<file path="src/rtl/crono_ctrl.sv">
// Stopwatch controller: start/stop/lap/clear sequencing, a one-second
// prescaler, a four-digit MM:SS BCD counter and the display-mode select.
// Every output comes straight from a flop.
module crono_ctrl #(
    parameter int TICK_DIV = 50_000_000
) (
    input  logic       clk,
    input  logic       rst,
    input  logic       btn_start,
    input  logic       btn_lap,
    input  logic       btn_clear,
    input  logic       btn_mode,
    output logic [3:0] uns,
    output logic [3:0] des,
    output logic [3:0] unm,
    output logic [3:0] dem,
    output logic       fg,
    output logic       j,
    output logic       running,
    output logic       ovf
);

    localparam int PW = (TICK_DIV > 1) ? $clog2(TICK_DIV) : 1;
    localparam logic [PW-1:0] PRESC_MAX = PW'(TICK_DIV - 1);

    typedef enum logic [1:0] {S_IDLE, S_RUN, S_LAP, S_PAUSE} state_t;

    state_t        state_q;
    logic [PW-1:0] presc_q, presc_d;
    logic [3:0]    uns_q, uns_d, des_q, des_d, unm_q, unm_d, dem_q, dem_d;
    logic          ovf_q, ovf_d;
    logic          fg_q, running_q, j_q;
    logic          counting, tick, clear_now;

    assign counting  = (state_q == S_RUN) || (state_q == S_LAP);
    assign tick      = counting && (presc_q == PRESC_MAX);
    // A clear is only honoured from PAUSE, and beats a simultaneous start.
    assign clear_now = (state_q == S_PAUSE) && btn_clear;

    // Next prescaler and BCD digits; the carry ripples only on a tick.
    always_comb begin
        presc_d = presc_q;
        uns_d   = uns_q;
        des_d   = des_q;
        unm_d   = unm_q;
        dem_d   = dem_q;
        ovf_d   = 1'b0;
        if (tick) begin
            presc_d = '0;
            if (uns_q == 4'd9) begin
                uns_d = 4'd0;
                if (des_q == 4'd5) begin
                    des_d = 4'd0;
                    if (unm_q == 4'd9) begin
                        unm_d = 4'd0;
                        if (dem_q == 4'd5) begin
                            dem_d = 4'd0;
                            ovf_d = 1'b1;
                        end else begin
                            dem_d = dem_q + 4'd1;
                        end
                    end else begin
                        unm_d = unm_q + 4'd1;
                    end
                end else begin
                    des_d = des_q + 4'd1;
                end
            end else begin
                uns_d = uns_q + 4'd1;
            end
        end else if (counting) begin
            presc_d = presc_q + 1'b1;
        end
        if (state_q == S_IDLE || clear_now) begin
            presc_d = '0;
            uns_d   = 4'd0;
            des_d   = 4'd0;
            unm_d   = 4'd0;
            dem_d   = 4'd0;
        end
    end

    // Datapath registers: prescaler, digits and the wrap pulse.
    always_ff @(posedge clk) begin
        if (rst) begin
            presc_q <= '0;
            uns_q   <= 4'd0;
            des_q   <= 4'd0;
            unm_q   <= 4'd0;
            dem_q   <= 4'd0;
            ovf_q   <= 1'b0;
        end else begin
            presc_q <= presc_d;
            uns_q   <= uns_d;
            des_q   <= des_d;
            unm_q   <= unm_d;
            dem_q   <= dem_d;
            ovf_q   <= ovf_d;
        end
    end

    // Sequencing FSM; fg and running are set together with each transition.
    always_ff @(posedge clk) begin
        if (rst) begin
            state_q   <= S_IDLE;
            fg_q      <= 1'b1;
            running_q <= 1'b0;
        end else begin
            case (state_q)
                S_IDLE: begin
                    if (btn_start) begin
                        state_q   <= S_RUN;
                        running_q <= 1'b1;
                    end
                end
                S_RUN: begin
                    if (btn_start) begin
                        state_q   <= S_PAUSE;
                        running_q <= 1'b0;
                    end else if (btn_lap) begin
                        state_q <= S_LAP;
                        fg_q    <= 1'b0;
                    end
                end
                S_LAP: begin
                    if (btn_start) begin
                        state_q   <= S_PAUSE;
                        running_q <= 1'b0;
                        fg_q      <= 1'b1;
                    end else if (btn_lap) begin
                        state_q <= S_RUN;
                        fg_q    <= 1'b1;
                    end
                end
                S_PAUSE: begin
                    if (btn_clear) begin
                        state_q <= S_IDLE;
                    end else if (btn_start) begin
                        state_q   <= S_RUN;
                        running_q <= 1'b1;
                    end
                end
                default: begin
                    state_q   <= S_IDLE;
                    fg_q      <= 1'b1;
                    running_q <= 1'b0;
                end
            endcase
        end
    end

    // Display-source select toggles on every mode pulse, in any state.
    always_ff @(posedge clk) begin
        if (rst) begin
            j_q <= 1'b0;
        end else if (btn_mode) begin
            j_q <= ~j_q;
        end
    end

    assign uns     = uns_q;
    assign des     = des_q;
    assign unm     = unm_q;
    assign dem     = dem_q;
    assign fg      = fg_q;
    assign j       = j_q;
    assign running = running_q;
    assign ovf     = ovf_q;

endmodule

</file>
<file path="config.mk">
export PLATFORM = sky130hd
export DESIGN_NAME = crono_ctrl
export DESIGN_NICKNAME = d
export VERILOG_FILES = /design/src/rtl/crono_ctrl.sv
export SDC_FILE = /design/constraint.sdc
export NUM_CORES = 1
export LEC_CHECK = 0
export ABC_CLOCK_PERIOD_IN_PS = 2400
export CORE_AREA = 2 2 88 90
export DETAILED_ROUTE_END_ITERATION = 7
export DIE_AREA = 0 0 90 92
export HOLD_SLACK_MARGIN = 0.15
export SYNTH_ARGS = -nofsm -noshare
export SYNTH_HDL_FRONTEND = slang
export SYNTH_SLANG_ARGS = --single-unit
</file>
<file path="constraint.sdc">
create_clock -name clk -period 2.4 [get_ports clk]
set_clock_uncertainty 0.15 [all_clocks]
set_input_delay 0.48 -clock clk [delete_from_list [all_inputs] [get_ports clk]]
set_output_delay 0.48 -clock clk [all_outputs]
set_load 0.005 [all_outputs]
</file>
## Word level (Yosys, flattened, before mapping)

Index checks and enable logic that the tools add are counted.

- Register bits after elaboration: 48
- Bits in latches: 0
- Memory bits (writable): 0
- Bits in read-only memories: 0
- Input port bits: 6
- Logic and storage cells: 71
- Memories: 0

- Add/subtract/negate cells: 5
- Multipliers: 0
- Div/mod/pow operators: 0
- $lt $le $gt $ge: 0
- Equal/unequal tests: 14
- Shifts and indexed selects: 0
- Mux-type cells: 21
- Bitwise operators: 5
- Reductions and logical operators: 16

Operators with widths:

| operator | number |
|---|---|
| $add 26x1->26 const B | 1 |
| $eq 26x26->1 const B | 1 |
| $add 4x1->4 const B | 4 |
| $mux 4 | 4 |
| $mux 2 | 6 |
| $eq 4x3->1 const B | 2 |
| $eq 4x4->1 const B | 2 |
| $mux 1 | 8 |
| $pmux 2 s4 | 1 |
| $reduce_and 4->1 | 2 |
| $ne 2x2->1 const B | 3 |
| $ne 3x3->1 const B | 2 |
| $reduce_and 2->1 | 3 |
| $not 1->1 | 5 |
| $reduce_or 5->1 | 1 |
| $eq 2x2->1 const B | 2 |
| $reduce_or 2->1 | 2 |
| $pmux 1 s3 | 1 |
| $reduce_and 3->1 | 1 |
| $reduce_or 3->1 | 1 |
| $eq 2x1->1 const B | 1 |
| $logic_and 1x1->1 | 2 |
| $logic_not 2->1 | 1 |
| $logic_or 1x1->1 | 2 |
| other kinds (3) | 3 |

## Longest topological paths before layout

Gate-level depths: netlist of run 1.

- Word-level depth: 5
- Depth in mapped cells: 8
- Mapped depth without buffers: 6

## Worst setup path before layout of run 1

No wires, ideal clock.

- Kind: flip-flop to flip-flop
- Start: reg state_q[0]
- End: reg presc_q[25]
- Setup time: 73 ps
- Data arrival time: 2134 ps
- Data required time: 2177 ps
- Setup slack: 43 ps
- Cell stages (with the launch flop): 8
- Path buffers: 1
- Clock period less this slack: 2357 ps
- Path through: dfxtp_1 -> inv_1 -> ha_1 -> buf_2 -> nand4_1 -> or4_4 -> or4_1 -> a21oi_1

- Cells in the longest elaborated chain, start to end: 4
- Elaborated cells between the ends (all ways): 9
- Those cells by class: eq/ne (3); reduce/logical (6)

RTL lines:

| item | RTL line | text |
|---|---|---|
| from (decl) | 28 | `state_t state_q;` |
| from (signal assigned) | 105 | `state_q <= S_IDLE;` |
| from (signal assigned) | 112 | `state_q <= S_RUN;` |
| from (signal assigned) | 118 | `state_q <= S_PAUSE;` |
| $eq 2x1->1, or another cell as far along | 35 | `assign counting = (state_q == S_RUN) \|\| (state_q == S_LAP);` |
| $logic_or 1x1->1 / $logic_and 1x1->1 (equally long branches) | 35, 38 |  |
| $logic_and 1x1->1 / $logic_or 1x1->1 (equally long branches) | 36, 74 |  |
| $reduce_or 3->1 (no source line) | -- |  |
| to (signal assigned) | 93 | `presc_q <= presc_d;` |
| to (decl) | 29 | `logic [PW-1:0] presc_q, presc_d;` |

Several ways; a longest one is shown, not always the timed one.
A chain may end at the register's enable or synchronous reset.

## Final worst setup path of run 1

- Start: reg state_q[0]
- End: reg presc_q[16]

The elaborated chain is that of the path after synthesis.

==> run_results.csv, run 1 <==
group,metric,value,unit
timing,rsz0062_at_grt,"no",
timing,period_needed,2.21,ns
power,p_sw,0.000344,W
global_routing,grt_pass1_wl,9.87,mm
critical_path,start_kind,"flip-flop",
synthesis,syn-cell-area,0.00250,sq mm
global_routing,antenna_found_initial,0,
routing,remaining_drc_errors,0,
clocking,cts_tree,"built",
global_routing,grt_pass1_vias,2106,
global_routing,grt_max_degree,27,
routing,via_count,2302,
routing,drtIter0Drc,125,
critical_path,required,2.48,ns
synthesis,yosysTopAreaCell,"dfxtp_1",
synthesis,yosysWarnings,0,
routing,firstDrtPassIters,5,
power,seqPwrFrac,0.513,
final_layout,fin_nets,349,
critical_path,crit_fanout,8,
critical_path,regToRegSetupSlack,0.19,ns
synthesis,synth_nets,315,
synthesis,synth.avg_cell_area,8.22,sq um
final_layout,multi_input_area,0.00146,sq mm
global_routing,grt_overflow,0,
synthesis,ys_top_cells_by_count,"dfxtp_1, nand2_1, nor2_1",
routing,wire_per_inst,12.8,microns
synthesis,synth.top_cells.by_area,"dfxtp_1, nand2_1, a21oi_1, nand4_1, nor2_1",
synthesis,yosysMostFrequentCell,"dfxtp_1",
synthesis,async_reset_ff_frac,0,
synthesis,seq_area_frac_synth,0.384,
critical_path,end_kind,"flip-flop",
clocking,clk_latency,0.30,ns
critical_path,crit_type,"reg2reg",
timing,setup_tns,0,ns
final_layout,synthToLayoutAreaGrowth,24.2,%
synthesis,synth_cell_type_count,49,
placed_design,post-dp-hpwl,4.03,mm
die,initial_core_util,0.336,
outcome,outcome,"finished clean",
global_routing,grtUsageTotal,0.142,
synthesis,ys.flop_type,"dfxtp_1",
final_layout,stdcell_area,0.00310,sq mm
power,p_comb_frac,0.083,
hold_path,hp-class,"reg2reg",
power,internal-power,0.00124,W
die,die_w,90,microns
placed_design,place_area,0.00295,sq mm
timing,slew_headroom,0.677,
clocking,cts_setup_buffers,0,
power,power_frac_clock,0.405,
clocking,cts_max_level,2,
final_layout,fill_cells,774,
power,p_leak,1.01,nW
final_layout,seqCellArea,962,sq um
synthesis,synth_seq_cells,48,
timing,setup_viol,0,
power,swShare,0.217,
routing,vias_per_cell,5.22,
timing,tightest_slew,0.480,ns
die,die-area,0.00828,sq mm
final_layout,layout-drive-gt1-share,0.103,
clocking,cts_made_buffers,5,
timing,post-route-period-util,0.923,
timing,fmax,451,MHz
timing,drv_slew,0,
power,p_per_area,509,mW/mm^2
clocking,ctsRootBufferMaster,"clkbuf_8",
timing,hold_violations,0,
synthesis,yosysTopAreaCellShare,0.384,
die,core,0.00745,sq mm
final_layout,antenna_cells_inserted,0,
clocking,cts.clk_slew.worst_paths,0.09,ns
run,cap_viol_max_count,0,
clocking,ctsHoldBuffers,0,
die,die_h,92,microns
die,num_rows,32,
placed_design,gp_congestion,0.779,
routing,antenna_left,0,
placed_design,io_buffers,25,
synthesis,syn_inst,304,
critical_path,crit_arrival,2.30,ns
clocking,clockBufferDepth,2,
routing,wl,5.65,mm
power,peakVddDrop,0.325,mV
clocking,cts_sinks,48,
synthesis,synth_edf_count,0,
die,io_pins,26,
cells by family after synthesis:
family,after synthesis,synth area share
AND/OR/NAND/NOR,146,0.325
AO/OA/AOI/OAI,58,0.141
flip-flops,48,0.384
buffers and inverters,25,0.0435
XOR/XNOR,13,0.0455
multiplexers,9,0.0360
adder cells (fa/ha/maj),5,0.0250
worst paths after layout:
path	cells after the start	startpoint	to
min	2	running$_SDFFE_PP0P_	running$_SDFFE_PP0P_
max reg2reg	7	state_q[0]$_SDFFE_PP0P_	presc_q[16]$_SDFFE_PP0N_
max	7	state_q[0]$_SDFFE_PP0P_	presc_q[16]$_SDFFE_PP0N_
min reg2reg	2	running$_SDFFE_PP0P_	running$_SDFFE_PP0P_
registers in the layout, summed over array words and instances, names as in the netlist:
signal,flops
presc_q,26
dem,4
des,4
unm,4
uns,4
state_q,2
fg,1
j,1
ovf,1
running,1
metal layers:
| metal | up-vias | track usage | routed length [microns] |
|---|---|---|---|
| li1 | 1174 | - | - |
| met4 | 0 | 0.0551 | 89 |
| met5 | - | 0 | 0 |
| met1 | 1075 | 0.185 | 2600 |
| met3 | 6 | 0.0304 | 228 |
| met2 | 47 | 0.232 | 2730 |
area by class of cell:
| type | count | share of cell area |
|---|---|---|
| Clock buffer | 7 | 0.0310 |
| Clock inverter | 1 | 0.00967 |
| Inverter | 13 | 0.0157 |
| Multi-Input combinational cell | 231 | 0.470 |
| Sequential cell | 48 | 0.310 |
| Tap cell | 102 | 0.0411 |
| Timing Repair Buffer | 39 | 0.123 |
worst max-delay path, stage by stage, from the launching register on:
cell and delay (ns):
dfxtp_2 0.35, inv_1 0.09, ha_4 0.29, nand3_2 0.09
or4_4 0.54, buf_4 0.18, or3_1 0.30, a21oi_1 0.15
metrics by stage:
step	setup WS [ns]	power (W)	cells	hold WS, ns	util
after floorplan	0.0429	0.000899	304	0.298	-
after global placement	0.129	0.000951	433	0.293	0.397
after detailed placement	0.0621	0.000952	433	0.316	0.397
after CTS	0.0345	0.00160	441	0.327	0.413
after global routing	0.0310	0.00166	441	0.359	0.417
final	0.185	0.00158	441	0.321	0.417
power by group through the flow:
stage	Combinational, W	Sequential [W]	Clock (W)
final	0.000131	0.000810	0.000640
after global routing	0.000146	0.000812	0.000700
after CTS	0.000125	0.000810	0.000663
after detailed placement	0.000124	0.000828	0
after global placement	0.000123	0.000828	0
after floorplan	0.0000708	0.000828	0
layout by cell type (no fill, tap or decap), types with 2 or more instances in the layout:
cell type	n
a21oi_1	23
o31ai_1	7
and2_1	3
a31oi_1	2
ha_1	4
nor2_1	25
nand2b_1	6
a41oi_1	2
or4_1	5
nor3_1	4
mux2i_1	9
nand2_1	31
or2_2	2
nand4_1	15
nor3b_1	2
buf_12	2
buf_4	12
or3_1	9
nor4_1	4
dfxtp_1	47
and3_1	5
xor2_1	5
o21ai_0	13
nand3_1	17
or4_4	2
inv_1	13
clkbuf_8	7
nand3b_1	3
and4_1	4
clkdlybuf4s50_1	25
xnor2_1	8
repair_timing:
| action | 4_1_cts | 5_1_grt |
|---|---|---|
| setup endpoints to repair | 0 | 14 |
| endpoints found under the hold margin | 0 | 0 |
| gates resized for setup | 0 | 4 |
No activity file was read; power rests on OpenSTA's default activity.
==> inputs of run 2 (changes only) <==
--- a/config.mk
+++ b/config.mk
@@ -10,6 +10,7 @@
 export DETAILED_ROUTE_END_ITERATION = 7
 export DIE_AREA = 0 0 90 92
 export HOLD_SLACK_MARGIN = 0.15
+export SLEW_MARGIN = 20
 export SYNTH_ARGS = -nofsm -noshare
 export SYNTH_HDL_FRONTEND = slang
 export SYNTH_SLANG_ARGS = --single-unit
==> results of run 2 <==
The final DEF is identical to that of run 1; final timing and power are the same.
